$ cat src/rtl/prefetch_fetcher.sv
// Instruction prefetch stage: streams sequential words from memory into a
// DEPTH-entry {pc, instr} queue and hands them to the decoder; redirect restarts fetch.
module prefetch_fetcher #(
  parameter int          DEPTH    = 4,
  parameter logic [31:0] RESET_PC = 32'h0000_0000
) (
  input  logic        clk,
  input  logic        reset,
  input  logic        redirect,
  input  logic [31:0] redirect_pc,
  input  logic        decoder_ready,
  output logic        fetcher_valid,
  output logic [31:0] instr,
  output logic [31:0] fetcher_pc,
  output logic        mem_ready,
  input  logic        mem_valid,
  input  logic [31:0] mem_rdata,
  output logic        mem_instr,
  output logic [31:0] mem_addr,
  output logic [3:0]  mem_wstrb
);
  localparam int AW = $clog2(DEPTH);
  localparam logic [AW+1:0] DEPTH_W = (AW+2)'(DEPTH);

  logic [31:0]   pc_mem  [DEPTH];
  logic [31:0]   ins_mem [DEPTH];
  logic [AW-1:0] rd_q, rd_d, wr_q, wr_d;
  logic [AW:0]   cnt_q, cnt_d;
  logic [31:0]   fetch_pc_q, fetch_pc_d;
  logic [31:0]   addr_q, addr_d;
  logic          req_q, req_d;
  logic          discard_q, discard_d;
  logic          push, pop, resp, space;
  logic [AW+1:0] cnt_nxt;
  logic [31:0]   redir_pc;

  assign redir_pc = {redirect_pc[31:2], 2'b00};

  always_comb begin
    rd_d       = rd_q;
    wr_d       = wr_q;
    cnt_d      = cnt_q;
    fetch_pc_d = fetch_pc_q;
    addr_d     = addr_q;
    req_d      = req_q;
    discard_d  = discard_q;
    pop        = (cnt_q != '0) && decoder_ready && !redirect;
    resp       = req_q && mem_valid;
    push       = resp && !discard_q && !redirect;
    cnt_nxt    = {1'b0, cnt_q} + {{(AW+1){1'b0}}, push} - {{(AW+1){1'b0}}, pop};
    space      = cnt_nxt < DEPTH_W;
    if (push) wr_d = wr_q + 1'b1;
    if (pop)  rd_d = rd_q + 1'b1;
    cnt_d = cnt_nxt[AW:0];
    if (redirect) begin
      cnt_d      = '0;
      rd_d       = wr_q;
      fetch_pc_d = redir_pc;
      // An in-flight request cannot be withdrawn: keep the strobe and drop its data later.
      if (!req_q || mem_valid) begin
        req_d     = 1'b1;
        addr_d    = redir_pc;
        discard_d = 1'b0;
      end else begin
        discard_d = 1'b1;
      end
    end else if (resp) begin
      if (discard_q) begin
        discard_d = 1'b0;
        req_d     = 1'b1;
        addr_d    = fetch_pc_q;
      end else begin
        fetch_pc_d = addr_q + 32'd4;
        req_d      = space;
        if (space) addr_d = addr_q + 32'd4;
      end
    end else if (!req_q && !discard_q && space) begin
      req_d  = 1'b1;
      addr_d = fetch_pc_q;
    end
  end

  always_ff @(posedge clk) begin
    if (reset) begin
      rd_q       <= '0;
      wr_q       <= '0;
      cnt_q      <= '0;
      fetch_pc_q <= RESET_PC;
      addr_q     <= '0;
      req_q      <= 1'b0;
      discard_q  <= 1'b0;
    end else begin
      rd_q       <= rd_d;
      wr_q       <= wr_d;
      cnt_q      <= cnt_d;
      fetch_pc_q <= fetch_pc_d;
      addr_q     <= addr_d;
      req_q      <= req_d;
      discard_q  <= discard_d;
    end
  end

  always_ff @(posedge clk) begin
    if (push) begin
      pc_mem[wr_q]  <= addr_q;
      ins_mem[wr_q] <= mem_rdata;
    end
  end

  assign fetcher_valid = (cnt_q != '0);
  assign instr         = fetcher_valid ? ins_mem[rd_q] : 32'h0;
  assign fetcher_pc    = fetcher_valid ? pc_mem[rd_q] : 32'h0;
  assign mem_ready     = req_q;
  assign mem_instr     = req_q;
  assign mem_addr      = addr_q;
  assign mem_wstrb     = 4'b0000;
endmodule
$ cat config.mk
export PLATFORM = sky130hd
export DESIGN_NAME = prefetch_fetcher
export DESIGN_NICKNAME = d
export VERILOG_FILES = /design/src/rtl/prefetch_fetcher.sv
export SDC_FILE = /design/constraint.sdc
export NUM_CORES = 1
export LEC_CHECK = 0
export ABC_AREA = 1
export BUFFER_PORTS_ARGS = -buffer_cell sky130_fd_sc_hd__buf_2
export CAP_MARGIN = 25
export CORE_MARGIN = 1
export CORE_UTILIZATION = 38
export DETAILED_ROUTE_END_ITERATION = 8
export SYNTH_ARGS = -nofsm -noshare
export SYNTH_HDL_FRONTEND = slang
export SYNTH_SLANG_ARGS = --single-unit
$ cat constraint.sdc
create_clock -name clk -period 7.4 [get_ports clk]
set_clock_uncertainty 0.05 [all_clocks]
set_input_delay 1.85 -clock clk [delete_from_list [all_inputs] [get_ports clk]]
set_output_delay 1.85 -clock clk [all_outputs]
set_load 0.01 [all_outputs]
# Word level (Yosys, flattened, before mapping)
# Memories as Yosys holds them, arrays and structs flattened. A register that Yosys moved wholly into a read port is not among the register bits.
# Cells that the tools add are included.
# classes
n_div	0
addsub	5
reduce_logical	20
multipliers	0
magnitude_cmp	1
n_bitwise	1
n_mux	27
eq_ne	3
n_shift	0
# ops
cell	n
2-to-1 mux 32 bit	11
adder 32 x 3 -> 32 bit (second input constant)	1
2-to-1 mux 2 bit	6
2-to-1 mux 1 bit	10
logical AND 1 bit	7
AND reduction 2 bit	3
nonzero test 3 bit	2
adder 2 x 1 -> 2 bit (second input constant)	2
adder 3 x 1 -> 4 bit	1
less-than comparator 4 x 3 -> 1 bit (second input constant)	1
inequality test 4 x 3 -> 1 bit (second input constant)	1
nonzero test 2 bit	2
subtractor 4 x 1 -> 4 bit	1
logical NOT 1 bit	3
AND reduction 3 bit	1
inequality test 2 x 1 -> 1 bit (second input constant)	1
inequality test 2 bit (second input constant)	1
OR reduction 2 bit	1
logical OR 1 bit	1
inverter 1 bit	1
# totals
memories	2
inputBits	69
ff_bits	73
ram_bits	256
latch_bits	0
romBits	0
# memory_table
memory	depth	word_bits	read_ports	rd_clocked_by_memory_dff	wr	line	text
ins_mem	4	32	1	1	1	26	logic [31:0] ins_mem [DEPTH];
pc_mem	4	32	1	1	1	25	logic [31:0] pc_mem [DEPTH];

# Longest topological paths before layout
# depth
depth_word	10
depth_mapped	18
mapped_depth_nobuf	16

# Worst setup path before layout
# No wires, ideal clock.
# synth_path
path_kind	input -> register
start	in mem_valid
end	mem ins_mem[0][0], enable pin
arrival_time_ns	5.075
required_ns	6.863
cell_stages	5
setup_slack_ns	1.788
setup_time_ns	0.487
path_cell_list	nand2_1 -> nor2_4 -> nand2_2 -> buf_1 -> nor2_1
# synth_between
elab_chain_cells	5
# synth_lines
element	line	text
start: declaration	16	input logic mem_valid,
logical AND 1 bit	48	resp = req_q && mem_valid;
logical AND 1 bit (2 in a row)	49	push = resp && !discard_q && !redirect;
2-to-1 mux 1 bit	104	if (push) begin
2-to-1 mux 1 bit (not written as such)	106	ins_mem[wr_q] <= mem_rdata;
end: declaration	26	
# No other way between the ends.

==> impl_results.md <==
- Net switching fraction of the power: 0.235
- Overall Global Routing Usage: 0.186
- Root Buffer: clkbuf_16
- Placement Cell Area: around 15000 µm²
- Post-CTS setup buffer count: 0
- Clock network fraction of design power: 0.432
- Overall die height: about 190 µm
- Routed length per placed instance: 17.1 µm
- Total number of nets in the final design: 1637
- Number of placement rows: slightly below 70
- Internal cell power: ~3.3 mW
- # Max-Cap Violations: 0
- Sequential fraction of design power: 0.492
- Routed wire length: about 35000 µm
- Clk Latency, worst-skew pair: roughly 530 ps
- Final core utilization: 0.458
- Data required time at the worst endpoint: 5500 ps
- Clock transition at the registers of the reported paths: 60 ps
- Area of the die: 37500 µm²
- Post-synth EDFFs: 256
- Sum of met2 wire segment lengths after detailed routing: 16400 µm
- Area of the multi-input gates: 4220 µm²
- RePlAce Congestion: ~0.85
- Kind of start point of the critical path: register
- Initial drt markers: roughly 640
- Routed wire length on met3: around 2200 µm
- Starting density of the core: 0.389
- Worst min-delay path category: reg2reg
- Share of async-settable or async-resettable flops after synthesis: 0
- Vias per inst: ~5.0
- Biggest area contributors in the synthesized netlist: edfxtp_1, dfxtp_1, nor2_1
- Startpoint of the most critical hold path: fetch_pc_q[1]$_SDFFE_PP0N_
- Top routing layer in use: met4
- Post-synth design cell area: approximately 14000 µm²
- Antenna violations before repair: 0
- Tmin final: 5210 ps
- Filler cell count in the final layout: approximately 3400
- Share of synthesized area occupied by flip-flops and latches: 0.658
- Run status: completed
- Fraction of final layout cells sized beyond drive strength 1: 0.162
- TNS Setup: 0 ps
- Fraction of synthesized cell area taken by the top area cell type: 0.550
- Top Ports: between 150 and 200
- Predominant post-synthesis flop cell: edfxtp_1
- Final cycle utilization of the critical path: 0.703
- Sequential cell area in the final layout: between 9000 and 10000 µm²
- Pre-antenna DRT Iters: 5
- Drc violations: 0
- Areal power density over the cells: 264 nW/µm²
- Critical path start-end classification: reg2out
- Wire length on met1: between 15000 and 20000 µm
- Post-synthesis cell type with the largest combined area: edfxtp_1
- Number of distinct library cells after synthesis: 34
- I/O Buffers: 165
- RSZ-0062 raised after global routing: no
- Total count of hold-check failures in the final report: 0
- Worst path arrival time: 3310 ps
- Post_cts resized: 0
- Relative contribution of combinational cells to total power: 0.076
- Inserted Clock Buffers: 38
- Gr ovfl total: 0
- Maximum number of pins on one net before global-route repair: 95
- Mean Syn Cell Area: around 9.9 µm²
- First-pass GRT wire length: 54400 µm
- Reg2Reg Launch Point: mem_instr$_SDFFE_PP0P_
- Routed vias: between 10000 and 15000
- Number of global-route vias before repair: 9921
- Antenna Violating Nets Remaining: 0
- Net switching power figure: between 1 and 1.5 mW
- FMAX: slightly below 200 MHz
- TritonCTS Sinks: roughly 330
- DIE WIDTH: slightly below 200 µm
- Nature of the critical path endpoint: output port
- Total of flip-flops plus latches after synthesis: 331
- Number of buffers on the longest clock path: 3
- Hold-fix buffers, CTS: 0
- IR Drop Worst-Case VDD: 0.214 mV
- Leakage Power: 6.39 nW
- Relative max-transition margin: 0.330
- Maximum fanout count along the critical path: between 60 and 70
- Yosys Warn Count: 0
- Area growth from synthesis to layout: 17.8%
- Final slew viol count: 0
- Number of levels the H-tree was split into: 2
- DPL Wire Length: just over 20000 µm
- Area of the placeable core: between 30000 and 40000 µm²
- Post-route design area: between 15000 and 20000 µm²
- Worst Max-Slew Pin Slew: 1010 ps
- Final setup violation count: 0
- Cell count after synthesis: 1413
- TritonCTS clock tree: done
- Hold WS: around 430 ps
==> logic make-up (layout without fill, tap and decap cells) <==
logic type,after synthesis,count (layout),synth area share
other,1,5,0.000268
and+or+nand+nor,654,654,0.187
xor gates and xnor gates,2,2,0.00179
AOI/OAI and AO/OA,269,269,0.100
DFF,331,331,0.658
adders and majority gates,10,10,0.00949
buffers and inverters,146,315,0.0438
==> registers in the layout, summed over array words and instances (netlist names), named ones only <==
register / cells
ins_mem: 128
mem_addr: 32
rd_q: 2
mem_instr: 1
fetch_pc_q: 32
pc_mem: 128
cnt_q: 3
wr_q: 2
discard_q: 1
==> worst max-delay path, cell delays in order, from the launching register on <==
cell,delay (ps)
dfxtp_2,310
buf_4,700
inv_2,470
buf_4,470
nor2_1,160
o21ai_0,90
a21oi_1,330
buf_2,210
==> power by group through the flow <==
stage	Clock, mW	Sequential [mW]	Combinational [mW]
floorplan	0	2.16	0.214
global placement	0	2.18	0.324
detailed placement	0	2.18	0.332
CTS	1.92	2.14	0.333
global route	1.99	2.15	0.378
finish	1.88	2.14	0.331
==> path summary, 6_finish.rpt <==
kind                            slack (ps)                         end  cells past startpoint
worst max-delay path                  2190              fetcher_pc[12]                      7
worst min-delay path                   430  fetch_pc_q[1]$_SDFFE_PP0N_                      2
worst max register to register        3700   mem_addr[20]$_SDFFE_PP0P_                     15
worst min register to register         430  fetch_pc_q[1]$_SDFFE_PP0N_                      2
==> cell usage in the layout (no fill, tap or decap), drive strengths merged <==
master    instances
a21oi            99
a22oi            19
a31oi             6
and2              1
buf             178
bufinv            5
clkbuf           47
clkinv           14
clkinvlp          2
conb              4
dfxtp            75
diode             1
edfxtp          256
fa                1
ha                9
inv              69
nand2           207
nand3            47
nand3b            2
nand4            10
nor2            384
nor3              3
o21ai           144
o22ai             1
xor2              2
==> cell usage after synthesis, types with 2 or more instances <==
library cell	n
buf_2	11
nor2_2	3
nand3_2	2
a22oi_1	19
inv_2	4
inv_1	65
nand3_1	44
buf_1	17
nand3b_1	2
nor2_1	380
a31oi_1	6
nand2_1	203
o21ai_0	142
buf_6	3
o21ai_1	2
ha_1	9
edfxtp_1	256
buf_4	7
clkbuf_1	38
dfxtp_1	75
nand4_1	10
nand2_4	2
a21oi_1	99
nor3_1	3
nand2_2	2
==> area by class of cell <==
type	instances	area share
timing repair buffer	178	0.0581
clock inverter	20	0.0141
sequential	331	0.558
antenna	1	0.000152
inverter	70	0.0161
tap	461	0.0350
multi-input combinational	939	0.256
clock buffer	47	0.0617
==> metrics by stage <==
stage / std cells / setup slack (ps) / power [mW]
CTS: 2045 / 2150 / 4.40
finish: 2047 / 2190 / 4.36
global route: 2046 / 1970 / 4.52
global placement: 1977 / 2050 / 2.50
detailed placement: 1978 / 1960 / 2.51
floorplan: 1416 / 1790 / 2.38
==> metal layers <==
layer	GRT usage	vias to the layer above
met5	0	-
met4	0.0519	0
met3	0.0320	53
met2	0.305	311
met1	0.254	4894
li1	-	5065
Power figures use the tool's default switching activity.
